### src/rtl/branch_resolve_queue.sv
// In-order queue of branch predictions: each resolution pops the oldest entry and
// emits one registered update record (addr, outcome, mispredict) for the predictor demux.
module branch_resolve_queue #(
  parameter int DEPTH = 4,
  parameter int AW    = 3
) (
  input  logic                     clk,
  input  logic                     rst,
  input  logic                     pred_valid,
  input  logic [AW-1:0]            pred_addr,
  input  logic                     pred_taken,
  output logic                     pred_ready,
  input  logic                     res_valid,
  input  logic                     res_taken,
  output logic                     upd_valid,
  output logic [AW-1:0]            addr,
  output logic                     otcome,
  output logic                     miss,
  output logic                     err_unmatched,
  output logic [$clog2(DEPTH):0]   count
);
  localparam int PW = $clog2(DEPTH);
  localparam int CW = PW + 1;

  logic [AW-1:0] addr_mem  [DEPTH];
  logic          taken_mem [DEPTH];
  logic [PW-1:0] wp_reg, rp_reg;
  logic [CW-1:0] count_reg;
  logic          push, pop, unmatched;

  // Ready ignores res_valid so a full queue never accepts a push, even alongside a pop.
  assign pred_ready = (count_reg != CW'(DEPTH));
  assign push       = pred_valid && pred_ready;
  assign pop        = res_valid && (count_reg != '0);
  assign unmatched  = res_valid && (count_reg == '0);
  assign count      = count_reg;

  // Entry storage carries no reset; pointers and count alone define occupancy.
  always_ff @(posedge clk) begin
    if (push) begin
      addr_mem[wp_reg]  <= pred_addr;
      taken_mem[wp_reg] <= pred_taken;
    end
  end

  always_ff @(posedge clk or posedge rst) begin
    if (rst) begin
      wp_reg    <= '0;
      rp_reg    <= '0;
      count_reg <= '0;
    end else begin
      if (push) wp_reg <= wp_reg + PW'(1);
      if (pop)  rp_reg <= rp_reg + PW'(1);
      if (push && !pop)      count_reg <= count_reg + CW'(1);
      else if (pop && !push) count_reg <= count_reg - CW'(1);
    end
  end

  // Update record: addr/otcome/miss hold their last values when nothing pops.
  always_ff @(posedge clk or posedge rst) begin
    if (rst) begin
      upd_valid     <= 1'b0;
      addr          <= '0;
      otcome        <= 1'b0;
      miss          <= 1'b0;
      err_unmatched <= 1'b0;
    end else begin
      upd_valid     <= pop;
      err_unmatched <= unmatched;
      if (pop) begin
        addr   <= addr_mem[rp_reg];
        otcome <= res_taken;
        miss   <= taken_mem[rp_reg] ^ res_taken;
      end
    end
  end
endmodule

### config.mk
export PLATFORM = sky130hd
export DESIGN_NAME = branch_resolve_queue
export DESIGN_NICKNAME = d
export VERILOG_FILES = /design/src/rtl/branch_resolve_queue.sv
export SDC_FILE = /design/constraint.sdc
export NUM_CORES = 1
export LEC_CHECK = 0
export ABC_AREA = 1
export CORE_MARGIN = 4
export CORE_UTILIZATION = 56
export CTS_CLUSTER_DIAMETER = 50
export DETAILED_ROUTE_END_ITERATION = 6
export PLACE_DENSITY = 0.79
export SETUP_SLACK_MARGIN = 0.05
export SLEW_MARGIN = 20
export SYNTH_ARGS = -nofsm -noshare
export SYNTH_HDL_FRONTEND = slang
export SYNTH_SLANG_ARGS = --single-unit
### constraint.sdc
create_clock -name clk -period 5.6 [get_ports clk]
set_input_delay 0.84 -clock clk [delete_from_list [all_inputs] [get_ports clk]]
set_output_delay 0.84 -clock clk [all_outputs]
set_load 0.05 [all_outputs]
==> impl_metrics.sql <==
INSERT INTO impl_metrics (metric_group, metric, value, unit) VALUES
('setup_path', 'worst_r2r_path_depth', '8', ''),
('sta', 'worst_pin_slew', '0.5312', 'ns'),
('final_layout', 'final_net_count', '164', ''),
('worst_hold_path', 'min_path_cells', '2', ''),
('placement', 'detailed_place_hpwl', '1670', 'µm'),
('setup_path', 'critical_path.reg2reg.endpoint', 'count[1]$_DFFE_PP0P_', ''),
('final_layout', 'drive_gt1_share', '12.67', '%'),
('setup_path', 'setup.worst_path.class', 'reg -> out', ''),
('synthesis', 'synth_area_leader_cell', 'edfxtp_1', ''),
('setup_path', 'critical_path_arrival', '1.80', 'ns'),
('route', 'routed_wl', '2267', 'µm'),
('power', 'pwr_density_cell', '571.4', 'mW/mm²'),
('die', 'boundaryPins', '20', ''),
('final_layout', 'commonest_non_fill_non_tap_cell_in_the_layout', 'nand2_1', ''),
('final_layout', 'regMostFlops', 'addr_mem', ''),
('synthesis', 'yosysTopAreaCellShare', '35.56', '%'),
('die', 'die_y', '57.12', 'µm'),
('synthesis', 'synth.yosys.seq_area_share', '61.48', '%'),
('cts', 'cts.path.max_buffers', '2', ''),
('grt', 'grt_overflow', '0', ''),
('placement', 'placement.io_buffers', '19', ''),
('power', 'ir_drop', '413.6', 'µV'),
('final_layout', 'reg_top3', 'addr_mem x12, taken_mem x4', ''),
('setup_path', 'cp_max_fo', '4', ''),
('die', 'die_footprint', '0.003263', 'mm²'),
('die', 'core-area', '0.002255', 'mm²'),
('synthesis', 'synthesis.area', '0.001351', 'mm²'),
('grt', 'grt_first_pass_wirelength', '3732', 'µm'),
('setup_path', 'worstPathBufferInverterCount', '1', ''),
('synthesis', 'post_synth_main_area_contributors', 'edfxtp_1 (36%), dfrtp_1 (26%), nand2_1 (7.5%), nor2_1 (5.6%), ha_1 (4.6%)', ''),
('synthesis', 'post_synth.cell_area_avg', '10.90', 'µm²'),
('worst_hold_path', 'worst_hold_startpoint', 'addr[0]$_DFFE_PP0P_', ''),
('cts', 'clkSinkCount', '30', ''),
('worst_hold_path', 'whs_endpoint', 'addr[0]$_DFFE_PP0P_', ''),
('sta', 'final.setup.tns', '0', 'ns'),
('route', 'total_iterations_of_the_first_detailed_routing_run', '5', ''),
('final_layout', 'layout_stage_area_growth_over_the_synthesis_result', '19.63', '%'),
('cts', 'path_clk_slew', '0.09', 'ns'),
('cts', 'htree_levels', '2', ''),
('setup_path', 'cp-start-kind', 'register', ''),
('synthesis', 'syn_inst', '124', ''),
('cts', 'cts_resized', '0', ''),
('sta', 'layout_min_cycle_time', '2.639', 'ns'),
('cts', 'cts_inserted_buffers', '5', ''),
('die', 'fp.dieW', '57.12', 'µm'),
('placement', 'globalplace.congestion', '0.7843', ''),
('route', 'antenna_left', '0', ''),
('cts', 'insertion_delay', '0.32', 'ns'),
('outcome', 'outcome', 'finished, final reports clean', ''),
('route', 'routed-wl-met2', '1103', 'µm'),
('die', 'initial_cell_density_of_the_core', '59.93', '%'),
('synthesis', 'synth.net_count', '139', ''),
('sta', 'slew_violations', '0', ''),
('grt', 'antenna_found_initial', '0', ''),
('route', 'top_routing_layer_used', 'met4', ''),
('setup_path', 'reg2reg_setup_slack', '3.63', 'ns'),
('sta', 'achievable-frequency', '379.0', 'MHz'),
('sta', 'final.setup_skew', '0.003965', 'ns'),
('route', 'post-route-drc-count', '0', ''),
('grt', 'grt_start_max_net_pins', '15', ''),
('synthesis', 'synth.lib_cells_used.distinct', '24', ''),
('die', 'row_count', '17', ''),
('final_layout', 'top_library_cells_by_usage_in_the_layout_fill_and_taps_aside', 'nand2_1 (27), nor2_1 (20), clkdlybuf4s50_1 (19)', ''),
('route', 'route.layer.met1.wl', '975', 'µm'),
('setup_path', 'timing.critical_path.max_delay_family', 'buffers and inverters', ''),
('sta', 'layout_worst_path_cycle_share', '47.12', '%'),
('setup_path', 'required', '4.76', 'ns'),
('cts', 'post_cts.repair.setup_buffers', '0', ''),
('setup_path', 'critPathSlowestCell', 'clkdlybuf4s50_1', ''),
('synthesis', 'postSynthRegisterBits', '30', ''),
('setup_path', 'timing.critical_path.cells', 'nor2_4 -> nand2_2 -> clkdlybuf4s50_1', '');
==> worst max-delay path by stage <==
| stage | from | to | slack [ns] | cells past startpoint |
|---|---|---|---|---|
| detailed placement | res_valid | count[2]$_DFFE_PP0P_ | 2.96 | 8 |
| global placement | res_valid | count[2]$_DFFE_PP0P_ | 3.01 | 8 |
| finish | count[0]$_DFFE_PP0P_ | pred_ready | 2.96 | 3 |
| CTS | count[0]$_DFFE_PP0P_ | pred_ready | 2.94 | 3 |
| floorplan | count[0]$_DFFE_PP0P_ | count[2]$_DFFE_PP0P_ | 3.27 | 10 |
| global route | count[0]$_DFFE_PP0P_ | pred_ready | 2.88 | 3 |
==> metrics by stage <==
step                setup WS (ns)  power [mW]  area (µm²)  std cells  utilization [%]
finish                      2.961      0.9237        1617        178            71.70
global route                2.880      0.9905        1617        178            71.70
CTS                         2.935      0.9333        1617        178            71.70
detailed placement          2.962      0.8106        1565        170            69.42
global placement            3.009      0.7943        1565        170            69.42
floorplan                   3.271      0.6872        1351        124                -
==> power breakdown <==
part	internal (mW)	switching, mW
registers	0.305	0.0597
logic	0.153	0.288
clock network	0.0477	0.0704
==> routing by layer <==
layer  GRT usage [%]  vias to the layer above
met5               0                        -
met4           9.272                        0
met3           5.882                        5
met2           22.51                       22
met1           19.82                      415
li1                -                      447
==> synth_stat cells, drive strengths merged <==
cell type	number
nand2	31
nor2	22
edfxtp	16
inv	15
dfrtp	14
o21ai	9
ha	5
nand3	4
xor2	3
a21oi	1
buf	1
fa	1
mux2	1
xnor2	1
==> tightest hold or removal path, stage by stage (launching register included) <==
cell and delay [ns]:
dfrtp_1 0.36, nand2_1 0.05, nand2_1 0.05
==> layout make-up <==
| cell class | instances | area [µm²] | share of cell area [%] |
|---|---|---|---|
| flip-flops and latches | 30 | 830.8 | 51.39 |
| multi-input cells | 78 | 445.4 | 27.55 |
| repair buffers | 19 | 190.2 | 11.76 |
| inverters | 15 | 63.81 | 3.947 |
| clock buffers | 6 | 41.29 | 2.554 |
| well taps | 28 | 35.03 | 2.167 |
| clock inverters | 2 | 10.01 | 0.6192 |
==> logic make-up after synthesis <==
group                      count (synthesis)  share of synthesized area [%]
xor gates and xnor gates                   4                          2.593
muxes                                      1                         0.8333
adders and majority gates                  6                          6.111
DFF                                       30                          61.48
buffers and inverters                     16                          5.556
and+or+nand+nor                           57                          19.45
AOI/OAI and AO/OA                         10                          3.981
Note: power is estimated with default switching activity, not from simulation.
